[src/rtl/modexp_ctrl.sv]
`default_nettype none
// ============================================================================
// Module   : modexp_ctrl
// Brief    : Left-to-right square-and-multiply sequencer, base^exp mod 2^94-3,
//            driving an external modular multiplier of configurable latency.
// Revision : 1.0
// ============================================================================
module modexp_ctrl #(
    parameter int EXP_W   = 94,
    parameter int MUL_LAT = 0
) (
    input  logic             clk,
    input  logic             reset,
    input  logic             start,
    input  logic [93:0]      base,
    input  logic [EXP_W-1:0] exp,
    output logic             busy,
    output logic             done,
    output logic [93:0]      result,
    output logic [93:0]      mul_a,
    output logic [93:0]      mul_b,
    input  logic [93:0]      mul_m
);

    localparam int IDX_W = (EXP_W > 1) ? $clog2(EXP_W) : 1;
    localparam int CNT_W = (MUL_LAT > 0) ? $clog2(MUL_LAT + 1) : 1;

    localparam logic [93:0]      c_p        = {{92{1'b1}}, 2'b01};
    localparam logic [IDX_W-1:0] c_idx_top  = IDX_W'(EXP_W - 1);
    localparam logic [CNT_W-1:0] c_cnt_last = CNT_W'(MUL_LAT);

    typedef enum logic [1:0] {
        S_IDLE = 2'd0,
        S_SQR  = 2'd1,
        S_MUL  = 2'd2,
        S_DONE = 2'd3
    } state_t;

    state_t           r_state;
    state_t           w_state_nxt;
    logic [93:0]      r_acc;
    logic [93:0]      r_base;
    logic [EXP_W-1:0] r_exp;
    logic [IDX_W-1:0] r_idx;
    logic [CNT_W-1:0] r_cnt;
    logic             w_op_last;
    logic             w_idx_zero;
    logic [93:0]      w_base_red;

    // Any 94-bit input is below 2P, so one conditional subtract fully reduces it.
    assign w_base_red = (base >= c_p) ? (base - c_p) : base;
    assign w_op_last  = (r_cnt == c_cnt_last);
    assign w_idx_zero = (r_idx == '0);

    always_ff @(posedge clk or negedge reset) begin
        if (!reset) begin
            r_state <= S_IDLE;
        end else begin
            r_state <= w_state_nxt;
        end
    end

    always_comb begin
        w_state_nxt = r_state;
        busy        = 1'b1;
        done        = 1'b0;
        mul_a       = '0;
        mul_b       = '0;
        case (r_state)
            S_IDLE: begin
                busy = 1'b0;
                if (start) begin
                    w_state_nxt = S_SQR;
                end
            end
            S_SQR: begin
                mul_a = r_acc;
                mul_b = r_acc;
                if (w_op_last) begin
                    if (r_exp[r_idx]) begin
                        w_state_nxt = S_MUL;
                    end else if (w_idx_zero) begin
                        w_state_nxt = S_DONE;
                    end
                end
            end
            S_MUL: begin
                mul_a = r_acc;
                mul_b = r_base;
                if (w_op_last) begin
                    w_state_nxt = w_idx_zero ? S_DONE : S_SQR;
                end
            end
            S_DONE: begin
                done        = 1'b1;
                w_state_nxt = S_IDLE;
            end
            default: begin
                w_state_nxt = S_IDLE;
            end
        endcase
    end

    // Datapath: accumulator and index only move on the last cycle of an op.
    always_ff @(posedge clk or negedge reset) begin
        if (!reset) begin
            r_acc  <= 94'd1;
            r_base <= '0;
            r_exp  <= '0;
            r_idx  <= c_idx_top;
            r_cnt  <= '0;
            result <= '0;
        end else begin
            case (r_state)
                S_IDLE: begin
                    r_cnt <= '0;
                    if (start) begin
                        r_exp  <= exp;
                        r_base <= w_base_red;
                        r_acc  <= 94'd1;
                        r_idx  <= c_idx_top;
                    end
                end
                S_SQR: begin
                    if (w_op_last) begin
                        r_acc <= mul_m;
                        r_cnt <= '0;
                        if (!r_exp[r_idx] && !w_idx_zero) begin
                            r_idx <= r_idx - 1'b1;
                        end
                    end else begin
                        r_cnt <= r_cnt + 1'b1;
                    end
                end
                S_MUL: begin
                    if (w_op_last) begin
                        r_acc <= mul_m;
                        r_cnt <= '0;
                        if (!w_idx_zero) begin
                            r_idx <= r_idx - 1'b1;
                        end
                    end else begin
                        r_cnt <= r_cnt + 1'b1;
                    end
                end
                S_DONE: begin
                    result <= r_acc;
                    r_cnt  <= '0;
                end
                default: begin
                    r_cnt <= '0;
                end
            endcase
        end
    end

endmodule
`default_nettype wire

[config.mk]
export PLATFORM = sky130hd
export DESIGN_NAME = modexp_ctrl
export DESIGN_NICKNAME = d
export VERILOG_FILES = /design/src/rtl/modexp_ctrl.sv
export SDC_FILE = /design/constraint.sdc
export NUM_CORES = 1
export LEC_CHECK = 0
export BUFFER_PORTS_ARGS = -buffer_cell sky130_fd_sc_hd__buf_2
export CAP_MARGIN = 10
export CORE_AREA = 2 2 220 222
export CTS_CLUSTER_DIAMETER = 120
export CTS_CLUSTER_SIZE = 10
export DETAILED_ROUTE_END_ITERATION = 12
export DIE_AREA = 0 0 222 224
export GPL_TIMING_DRIVEN = 0
export PLACE_DENSITY = 0.58
export SLEW_MARGIN = 20
export SYNTH_ARGS = -nofsm -noshare
export SYNTH_HDL_FRONTEND = slang
export SYNTH_SLANG_ARGS = --single-unit
[constraint.sdc]
create_clock -name clk -period 5.65 [get_ports clk]
set_clock_uncertainty 0.1 [all_clocks]
set_input_delay 1.13 -clock clk [delete_from_list [all_inputs] [get_ports clk]]
set_output_delay 1.13 -clock clk [all_outputs]
set_load 0.02 [all_outputs]
# After elaboration in Yosys (flattened, before gate mapping)
# Index checks and enable logic that the tools add are counted.
# word_totals
out_inout_bits,284
elab_cells,60
reg_bits,386
in_bits,285
# op_classes
reduce_logical,13
mux,25
order_cmp,2
add_sub_neg,3
n_eq_ne,10
# op_table
op,count
94-bit 2-to-1 mux,4
94-bit case mux with 2 select lines,2
94-bit greater-or-equal comparator (second input constant),1
94-bit subtractor (second input constant),1
7-bit 2-to-1 mux,5
7-bit case mux with 3 select lines,1
2-bit 2-to-1 mux,6
2-bit != test (second input constant),6
7-bit by 8-bit less-than comparator with 1-bit output (second input constant),1
2-bit case mux with 4 select lines,1
1-bit binary-select mux with 7-bit select,1
7-bit zero test,1
7-bit by 1-bit subtractor with 7-bit output (second input constant),1
6-bit AND reduction,1
2-bit equality test (second input constant),2
1-bit 2-to-1 mux,4
4-bit AND reduction,1
2-bit OR reduction,2
3-bit != test (second input constant),1
3-bit AND reduction,1
3-bit nonzero test,1
2-bit by 1-bit equality test with 1-bit output (second input constant),1
1-bit zero test,2
2-bit zero test,1
other kinds (5),5

# Depth between registers and ports, before layout
# depth
depth_word,7
mapped_depth,10
ltp_nobuf,7

# Worst setup path before layout
# OpenSTA, ideal clock, no wires.
# synth_timing
path_kind,reg-to-output
start,reg r_state[0]
end,out mul_b[25]
setup_slack_ps,2530
arrival_time_ps,1890
n_path_buf,3
required_time_ps,4420
stages_incl_launch_ff,8
path_cell_list,dfrtp_1 inv_1 ha_1 and2_1 clkbuf_1 clkbuf_1 buf_1 a22o_1
# synth_between
elab_chain_len,2
elab_cells_between_ends,3
cone_classes,2 x eq/ne; 1 x mux
# synth_lines
element,line_no,rtl
from (decl),39,state_t r_state;
from (signal assigned),59,r_state <= w_state_nxt;
2-bit equality test or 2-bit by 1-bit equality test with 1-bit output (tied branches),69,case (r_state)
94-bit case mux with 2 select lines (*),69,
to (decl),21,"output logic [93:0] mul_b,"
# Mark *: on every way between the ends. The rest lies on a longest branch, timed or not.

# Final worst setup path
# layout_timing
start,reg r_state[0]
end,out mul_b[88]
# Same word-level chain as after synthesis.

==> metrics.csv <==
metric,value,unit
detailed-route wire length,73200,um
most frequent cells in the layout,"569 x sky130_fd_sc_hd__buf_2, 379 x sky130_fd_sc_hd__dfrtp_1, 201 x sky130_fd_sc_hd__nand2_1, 192 x sky130_fd_sc_hd__mux2_2, 187 x sky130_fd_sc_hd__a22o_1",
Detailed Routing Iterations Pass 1,6,
cell with the largest stage delay on the worst path,sky130_fd_sc_hd__clkbuf_1,
area of the multi-input gates,0.00706,mm^2
number of antenna violations at the first check in global routing,15,
clock tree from TritonCTS,yes,
Root Driver,sky130_fd_sc_hd__clkbuf_16,
fraction of registers with async set or reset after synthesis,100,%
post-CTS setup repair buffer count,0,
largest voltage drop on the vdd net,0.000317,V
critical path peak fanout,10,
leakage power,0.0112,uW
total clock buffers created by CTS,44,
max_cap viols,0,
area of the die,0.0497,mm^2
quantity of hold-fixing buffers added after cts,0,
die height,224,um
largest buffer count on any clock path,3,
effective utilization at floorplan,36.3,%
residual antenna-violating net count after detailed routing,0,
status,"complete, no violations",
minimum period implied by the final worst setup slack,4.90,ns
Post-synth EDFFs,0,
fraction of power spent switching nets,44.6,%
critical path class,reg2out,
maximum number of pins on one net before global-route repair,93,
slew at the pin with the worst max-slew slack,1.12,ns
combinational share of power,49.1,%
cell seen most often among critical-path stages,sky130_fd_sc_hd__clkbuf_1,
sequential area share after synthesis,56.1,%
die span in x,222,um
Yosys warnings,0,
mean instance size in the synthesized netlist,12.0,um^2
Final Slew Violations,0,
cell-internal power,8160,uW
average wire per standard cell,27.2,um
Post-layout nets,2349,
Cell Rows,80,
post-synthesis instance area,0.0172,mm^2
hold violation total from the final report,0,
share of total power in the clock network,17.4,%
type of the worst min-delay path,reg2reg,
global placer's final weighted congestion,0.892,
IO Port Bufs,568,
clock latency at the later pin of the worst-skew pair,0.58,ns
PwrDens,665,mW/mm^2
clock slew at reported path FFs,0.06,ns
share of total power in sequential cells,33.6,%
total congestion overflow after global routing,0,
drc violations,0,
Boundary Pins,569,
violation count after the first detailed-route iteration,1337,
Unique masters post-synth,51,
via count,14800,
commonest register cell after synthesis,sky130_fd_sc_hd__dfrtp_1,
flip-flop and latch area,0.00964,mm^2
nets in the synthesized netlist,1731,
fraction of final layout cells sized beyond drive strength 1,41.2,%
crit path DAT,3.67,ns
Bufs and invs on worst path,5,
max_slew headroom,25.2,%
Layout Utilization,46.8,%
required time of the critical path,4.42,ns
series of cell instances along the critical path,"inv_1, ha_1, and2_1, clkbuf_1, clkbuf_1, clkbuf_1, a22o_1, buf_2",
clock net sink count,385,
hpwl dp,55800,um
via density per instance,5.49,
first-pass GRT wire length,105000,um
highest attainable clock frequency,204,MHz
Filler Cells Inserted,4498,
crit end category,output port,
startpoint type of the worst setup path,flop,
share of the cycle needed by the critical path after routing,86.7,%
switching power,6570,uW
area grow syn2layout,28.7,%
critical path's top delay family,buffers and inverters,
RSZ-0062 raised after global routing,no,
total global-route track usage,28.9,%
Placeable Area,0.0473,mm^2
post-route setup TNS,0,ns
Clock H-tree levels,2,
flip-flop and latch count after synthesis,385,
number of cells upsized or downsized after cts,0,
peak per-stage delay on the critical path,0.83,ns
"commonest non-fill, non-tap cell in the layout",sky130_fd_sc_hd__buf_2,
final setup violation count,0,
Syn Inst Count,1437,
via count of the first global-routing pass,15000,
-- per-layer routing --
metal	GRT usage [%]	part of all wire, %	vias up
met2	49.2	49	733
met3	7.54	8.3	140
met1	36.0	40	7456
met4	9.42	3.0	18
met5	0	0.13	-
li1	-	-	6428
-- kinds of logic (layout without fill, tap and decap cells) --
logic type	after synthesis	count (layout)	share of synthesized area, %
xor gates and xnor gates	1	1	0.0509
other	0	9	0
and+or+nand+nor	460	460	13.0
AOI/OAI and AO/OA	228	228	11.4
buffers and inverters	126	754	2.92
adders and majority gates	9	9	0.655
DFF	385	385	56.1
muxes	228	228	15.9
-- cell usage after synthesis (all sizes together), types with 8 or more instances --
master | number | area share, %
dfrtp | 379 | 55
nand2 | 201 | 4.4
mux2 | 193 | 13
a22o | 187 | 9.5
nand3 | 100 | 2.9
and2 | 97 | 3.5
clkbuf | 90 | 2.0
buf | 25 | 0.71
nand4 | 22 | 0.80
mux2i | 19 | 1.1
mux4 | 16 | 2.1
inv | 11 | 0.24
ha | 9 | 0.65
o211ai | 9 | 0.39
nor2 | 8 | 0.17
nor4 | 8 | 0.29
-- registers in the layout, summed over array words and instances (netlist names) --
signal and count:
r_state 2, r_exp 94, result 94, r_base 94
r_idx 7, r_acc 94
-- final timing paths --
kind	start	end	slack (ns)	cells past startpoint
min in group asynchronous	reset	result[58]$_DFFE_PN0P_	0.42	1
max in group asynchronous	reset	r_idx[3]$_DFFE_PN1P_	3.74	3
max	r_state[0]$_DFFE_PN0P_	mul_b[88]	0.75	8
min reg2reg	r_exp[45]$_DFFE_PN0P_	r_exp[45]$_DFFE_PN0P_	0.40	1
max reg2reg	r_state[0]$_DFFE_PN0P_	r_acc[12]$_DFFE_PN0P_	2.46	9
min	r_exp[45]$_DFFE_PN0P_	r_exp[45]$_DFFE_PN0P_	0.40	1
-- stage by stage --
stage / cells / hold WS, ns / instance area (um^2) / worst slack (ns) / power [uW]
after floorplan: 1437 / 0.356 / 17200 / 2.53 / 9210
after global placement: 2620 / 0.376 / 20800 / -4.55 / 12100
after detailed placement: 2624 / 0.387 / 20900 / 1.31 / 12200
after CTS: 2680 / 0.402 / 22100 / 0.693 / 14800
after global routing: 2683 / 0.411 / 22100 / 0.498 / 15500
final: 2689 / 0.396 / 22100 / 0.750 / 14700
-- power by group through the flow --
stage / clock network [uW] / logic (uW) / registers, uW
2_1_floorplan: 0 / 4260 / 4940
3_3_place_gp: 0 / 7160 / 4920
3_5_place_dp: 0 / 7230 / 4970
4_1_cts: 2600 / 7260 / 4930
5_1_grt: 2690 / 7730 / 5080
6_report: 2560 / 7230 / 4950
-- final cells by class --
cell class,instances,area share [%]
tap,615,3.48
antenna,9,0.102
sequential,385,43.5
timing repair buffer,572,13.4
inverter,11,0.186
buffer,115,2.10
multi-input combinational,926,31.9
clock buffer,53,5.22
clock inverter,3,0.113
Power figures use the tool's default switching activity.
